===== src/rtl/clk_ratio_meter.sv =====
// Measures period and high time of an asynchronous strobe in core clock cycles,
// with a lock flag for a stable period and a sticky timeout when edges stop.
module clk_ratio_meter #(
   parameter int WIDTH       = 15,
   parameter int LOCK_N      = 4,
   parameter int SYNC_STAGES = 2
) (
   input  logic             i_clk,
   input  logic             i_rst,
   input  logic             i_en,
   input  logic             i_sig_in,
   output logic [WIDTH-1:0] o_period,
   output logic [WIDTH-1:0] o_high_time,
   output logic             o_meas_valid,
   output logic             o_locked,
   output logic             o_timeout
);

   localparam int MW = $clog2(LOCK_N + 1);
   localparam logic [WIDTH-1:0] CNT_MAX    = '1;
   localparam logic [MW-1:0]    MATCH_FULL = MW'(LOCK_N);

   typedef enum logic [1:0] {IDLE, SEEK, MEASURE} state_t;

   state_t                 r_state;
   state_t                 w_state_nxt;
   logic [SYNC_STAGES-1:0] r_sync;
   logic                   r_s_d;
   logic [WIDTH-1:0]       r_cnt;
   logic [WIDTH-1:0]       r_hcnt;
   logic [WIDTH-1:0]       r_period;
   logic [WIDTH-1:0]       r_high;
   logic                   r_mvld;
   logic                   r_locked;
   logic                   r_timeout;
   logic [MW-1:0]          r_match;

   logic                   w_s;
   logic                   w_rise;
   logic                   w_at_max;
   logic                   w_clear;
   logic                   w_start;
   logic                   w_capture;
   logic                   w_tmo;
   logic [MW-1:0]          w_match_nxt;

   // Fixed-depth chain: every edge sees the same latency, so periods stay exact.
   always_ff @(posedge i_clk) begin
      if (i_rst) begin
         r_sync <= '0;
         r_s_d  <= 1'b0;
      end else begin
         r_sync <= {r_sync[SYNC_STAGES-2:0], i_sig_in};
         r_s_d  <= w_s;
      end
   end

   assign w_s      = r_sync[SYNC_STAGES-1];
   assign w_rise   = w_s & ~r_s_d;
   assign w_at_max = (r_cnt == CNT_MAX);

   always_ff @(posedge i_clk) begin
      if (i_rst) r_state <= IDLE;
      else       r_state <= w_state_nxt;
   end

   always_comb begin
      w_state_nxt = r_state;
      if (!i_en) begin
         w_state_nxt = IDLE;
      end else begin
         case (r_state)
            IDLE:    w_state_nxt = SEEK;
            SEEK:    if (w_rise) w_state_nxt = MEASURE;
            MEASURE: if (w_tmo)  w_state_nxt = SEEK;
            default: w_state_nxt = IDLE;
         endcase
      end
   end

   always_comb begin
      w_clear     = !i_en || (r_state == IDLE);
      w_start     = i_en && (r_state == SEEK) && w_rise;
      w_capture   = i_en && (r_state == MEASURE) && w_rise;
      // A rise in the last countable cycle is still a measurement.
      w_tmo       = i_en && (r_state != IDLE) && !w_rise && w_at_max;
      w_match_nxt = r_match;
      if (w_capture) begin
         if (r_match == '0 || r_cnt != r_period) w_match_nxt = MW'(1);
         else if (r_match != MATCH_FULL)         w_match_nxt = r_match + MW'(1);
      end
   end

   always_ff @(posedge i_clk) begin
      if (i_rst) begin
         r_cnt     <= '0;
         r_hcnt    <= '0;
         r_period  <= '0;
         r_high    <= '0;
         r_mvld    <= 1'b0;
         r_locked  <= 1'b0;
         r_timeout <= 1'b0;
         r_match   <= '0;
      end else begin
         r_mvld <= w_capture;
         if (w_clear) begin
            r_cnt     <= '0;
            r_hcnt    <= '0;
            r_locked  <= 1'b0;
            r_timeout <= 1'b0;
            r_match   <= '0;
         end else if (w_start || w_capture) begin
            r_cnt  <= WIDTH'(1);
            r_hcnt <= WIDTH'(1);
            if (w_capture) begin
               r_period <= r_cnt;
               r_high   <= r_hcnt;
               r_match  <= w_match_nxt;
               r_locked <= (w_match_nxt == MATCH_FULL);
            end
         end else if (w_tmo) begin
            r_cnt     <= '0;
            r_hcnt    <= '0;
            r_timeout <= 1'b1;
            r_locked  <= 1'b0;
            r_match   <= '0;
         end else begin
            r_cnt <= r_cnt + WIDTH'(1);
            if (r_state == MEASURE) r_hcnt <= r_hcnt + WIDTH'(w_s);
         end
      end
   end

   assign o_period     = r_period;
   assign o_high_time  = r_high;
   assign o_meas_valid = r_mvld;
   assign o_locked     = r_locked;
   assign o_timeout    = r_timeout;

endmodule


===== config.mk =====
export PLATFORM = sky130hd
export DESIGN_NAME = clk_ratio_meter
export DESIGN_NICKNAME = d
export VERILOG_FILES = /design/src/rtl/clk_ratio_meter.sv
export SDC_FILE = /design/constraint.sdc
export NUM_CORES = 1
export LEC_CHECK = 0
export CELL_PAD_IN_SITES_DETAIL_PLACEMENT = 1
export CELL_PAD_IN_SITES_GLOBAL_PLACEMENT = 1
export CORE_ASPECT_RATIO = 1.75
export CORE_MARGIN = 1
export CORE_UTILIZATION = 42
export DETAILED_ROUTE_END_ITERATION = 8
export PLACE_DENSITY = 0.81
export RECOVER_POWER = 100
export SLEW_MARGIN = 20
export SYNTH_ARGS = -nofsm -noshare
export SYNTH_HDL_FRONTEND = slang
export SYNTH_SLANG_ARGS = --single-unit

===== constraint.sdc =====
create_clock -name i_clk -period 2.04 [get_ports i_clk]
set_input_delay 0.408 -clock i_clk [delete_from_list [all_inputs] [get_ports i_clk]]
set_output_delay 0.408 -clock i_clk [all_outputs]
set_load 0.02 [all_outputs]

==> reports/results.ini, run 1 <==
[status]
outcome = complete, no violations

[timing]
timing.final.max_slew_violations = 0
fin_worst_skew_ns = 0.004595
worst-slew-pin-transition_ns = 0.7874
setup-tns-final_ns = 0
fin_crit_sh_pct = 92.76
timing.final.setup_violations = 0
maxSlewHeadroom_pct = 47.51
hold_violations = 0
rsz_0062_raised_after_global_routing = false
final.min_clock_period_ns = 1.892
max_freq_ghz = 0.5284

[power]
share_clk_of_total_power_pct = 48.9
ir_drop_uv = 720.7
net-switching-power_uw = 590.6
power_frac_seq_pct = 49.0
switching_share_pct = 20.70
comb_power_share_pct = 2.1
power.internal_uw = 2262
cellLeakagePower_uw = 0.001376
pwr_dens_nw_per_um2 = 749.5

[clocking]
postCtsResizedCells = 0
cts_setup_buffers = 0
cts_buffers = 9
post_cts_hold_buffer_count = 0
worst_skew_pair.late_latency_ns = 0.33
clock_tree.htree_level_count = 3
clock_tree.buffer_depth = 2
clk_root_buffer_cell = clkbuf_16
numClockSinks = 71
cts.reportedPaths.clkPinSlew_ns = 0.05
tritoncts_clock_tree = done

[critical_path]
timing.critical_path.arrival_ns = 2.10
required_ns = 2.24
cp_launch_point = r_cnt[3]$_SDFF_PP0_
r2r-start = r_cnt[3]$_SDFF_PP0_
flop_to_flop_setup_slack_ns = 0.15
reg2reg_to = r_hcnt[8]$_SDFFE_PP0N_
critical_path.cell_chain = nand4_2 -> nor3_2 -> nand3_4 -> nand3_4 -> nor2_1
number_of_cells_traversed_by_the_worst_register_to_register_path = 5
timing.critical_path.to_type = flip-flop
timing.setup.critical_path_class = reg -> reg
endpoint = r_hcnt[8]$_SDFFE_PP0N_
slowest_stage = dfxtp_1
timing.critical_path.slowest_cell_delay_ns = 0.50
cpMostUsedCell = nand3_4
crit_fanout = 28
worstSetupStartpointType = flip-flop

[routing]
number_of_search_and_repair_iterations_in_the_first_detailed_routing_pass = 4
drc_violation_total_after_the_first_tritonroute_iteration = 55
detailroute.via_count = 2513
final_antenna_net_count = 0
drt-wirelength-per-cell_um = 15.74
aggregate_routed_wire_length_um = 7604
routed_via_density = 5.203
drt_drc_violations_left = 0

[synth]
synth_top_area_share_pct = 45.30
synthCells = 355
yosysTopAreaCell = dfxtp_1
synth_seq_area_share_pct = 45.30
yosysUniqueCellTypes = 45
number_of_flops_mapped_to_enable_cells_by_yosys = 0
syn-cell-area_sq_um = 3138
async_set_or_reset_register_ratio_after_synthesis_pct = 0
synth_warnings = 0
synth_ff_type = dfxtp_1
postSynthAreaPerCell_sq_um = 8.839
synth.top_cells.by_area = dfxtp_1 (45%), nand2_1 (9.3%), xnor2_1 (7.0%)
synth-seq-cells = 71
ys_top_cells_by_count = nand2_1 (78), dfxtp_1 (71), nor2_1 (38)
mappedNetlistNets = 364
synth_most_common_cell = nand2_1

[layout]
flow.area_growth_from_synthesis_pct = 21.29
final_nets = 402
drive_above_1_share_pct = 10.33
n_fill_cell = 852
finish.utilization_pct = 52.62
final_area_sq_um = 3806
antenna-diode-count = 0

[run]
drv_cap = 0

[die]
die_area_sq_um = 7835
die_width_um = 67.34
die_height_um = 116.3
core-area_sq_um = 7233
ioPinCount = 37
site_rows = 41
initial_core_util_pct = 43.38

[placed_design]
i_o_buffers = 36
postPlaceCellArea_sq_um = 3560
gp_congestion = 0.8063
detailed_place_hpwl_um = 5313

[global_route]
grt_start_max_net_pins = 36
grt_antenna_before_repair = 0
overflow = 0
number_of_global_route_vias_before_repair = 2643
track_usage_pct = 21.95
grt_first_pass_wirelength_um = 12520

[min_path]
hold_class = reg -> reg

-- sequential cells by signal, summed over array words and instances (netlist names), 2 cells and up --
name,flops
r_match,3
r_hcnt,15
r_cnt,15
o_period,15
r_sync,2
r_state,2
o_high_time,15
-- metrics by stage --
step | setup slack (ns) | power [uW] | cells | hold WS (ns)
after detailed placement | 0.03387 | 1487 | 468 | 0.4504
after global placement | 0.07842 | 1485 | 468 | 0.4214
after CTS | 0.1560 | 2883 | 483 | 0.4578
after floorplan | 0.4949 | 1466 | 355 | 0.4138
final | 0.1476 | 2853 | 483 | 0.4504
after global routing | 0.01521 | 2929 | 483 | 0.4695
-- worst max-delay path: cells and delay by family (launching register included) --
| family | cells | cell delay (ns) |
|---|---|---|
| flops | 1 | 0.50 |
| simple gates | 5 | 1.25 |
-- power groups by stage --
stage | Combinational (uW) | Sequential, uW | Clock (uW)
4_1_cts | 61.3 | 1400 | 1420
2_1_floorplan | 39.9 | 1430 | 0
5_1_grt | 65.2 | 1400 | 1470
6_report | 59.7 | 1400 | 1400
3_3_place_gp | 58.6 | 1430 | 0
3_5_place_dp | 60.2 | 1430 | 0
-- kinds of logic after synthesis --
family	Yosys count	share of synthesized area (%)
AOI/OAI and AO/OA	47	8.851
xor gates and xnor gates	41	11.68
adders and majority gates	5	1.994
buffers and inverters	26	4.585
DFF	71	45.29
muxes	2	0.6778
and+or+nand+nor	163	26.91
-- metal layers --
| metal | up-vias | wire, um | GRT usage, % |
|---|---|---|---|
| met2 | 44 | 4256 | 40.60 |
| met4 | 0 | 216 | 12.91 |
| met1 | 1207 | 2918 | 21.60 |
| li1 | 1252 | - | - |
| met5 | - | 0 | 0 |
| met3 | 10 | 213 | 4.492 |
-- how the worst min path moves through the flow --
stage                                      startpoint                          end  cells after the start
after detailed placement         r_sync[0]$_SDFF_PP0_         r_sync[1]$_SDFF_PP0_                      1
after CTS                 o_high_time[5]$_SDFFE_PP0P_  o_high_time[5]$_SDFFE_PP0P_                      2
after global placement           r_sync[0]$_SDFF_PP0_         r_sync[1]$_SDFF_PP0_                      1
after floorplan                  r_sync[0]$_SDFF_PP0_         r_sync[1]$_SDFF_PP0_                      1
final                     o_high_time[8]$_SDFFE_PP0P_  o_high_time[8]$_SDFFE_PP0P_                      2
after global routing      o_high_time[9]$_SDFFE_PP0P_  o_high_time[9]$_SDFFE_PP0P_                      2
-- layout by cell type (no fill, tap or decap), drive strengths merged --
cell type,instances
a211o,2
a21oi,35
a22oi,1
and2b,1
and3,3
and4,2
buf,5
clkbuf,18
clkdlybuf4s50,2
clkinv,1
dfxtp,71
dlygate4sd3,34
ha,5
inv,8
mux2,1
mux2i,1
nand2,78
nand2b,1
nand3,11
nand3b,1
nand4,10
nand4b,1
nor2,38
nor2b,5
nor3,6
nor4,4
o2111ai,2
o211ai,1
o21ai,1
o22ai,2
o31ai,3
or2,1
or3,1
xnor2,26
xor2,15
-- layout make-up --
cell class	instances	area (sq um)	area share, %
multi-input cells	258	1573	41.32
inverters	8	30.03	0.7890
flip-flops and latches	71	1421	37.34
clock inverters	1	5.005	0.1315
repair buffers	45	415.4	10.91
clock buffers	14	254.0	6.673
well taps	86	107.6	2.827
Note: power is estimated with default switching activity, not from simulation.
==> inputs of run 2 (changes only) <==
--- a/config.mk
+++ b/config.mk
@@ -13,7 +13,6 @@
 export DETAILED_ROUTE_END_ITERATION = 8
 export PLACE_DENSITY = 0.81
 export RECOVER_POWER = 100
-export SLEW_MARGIN = 20
 export SYNTH_ARGS = -nofsm -noshare
 export SYNTH_HDL_FRONTEND = slang
 export SYNTH_SLANG_ARGS = --single-unit
==> results of run 2 <==
The final DEF is identical to that of run 1; final timing and power are the same.
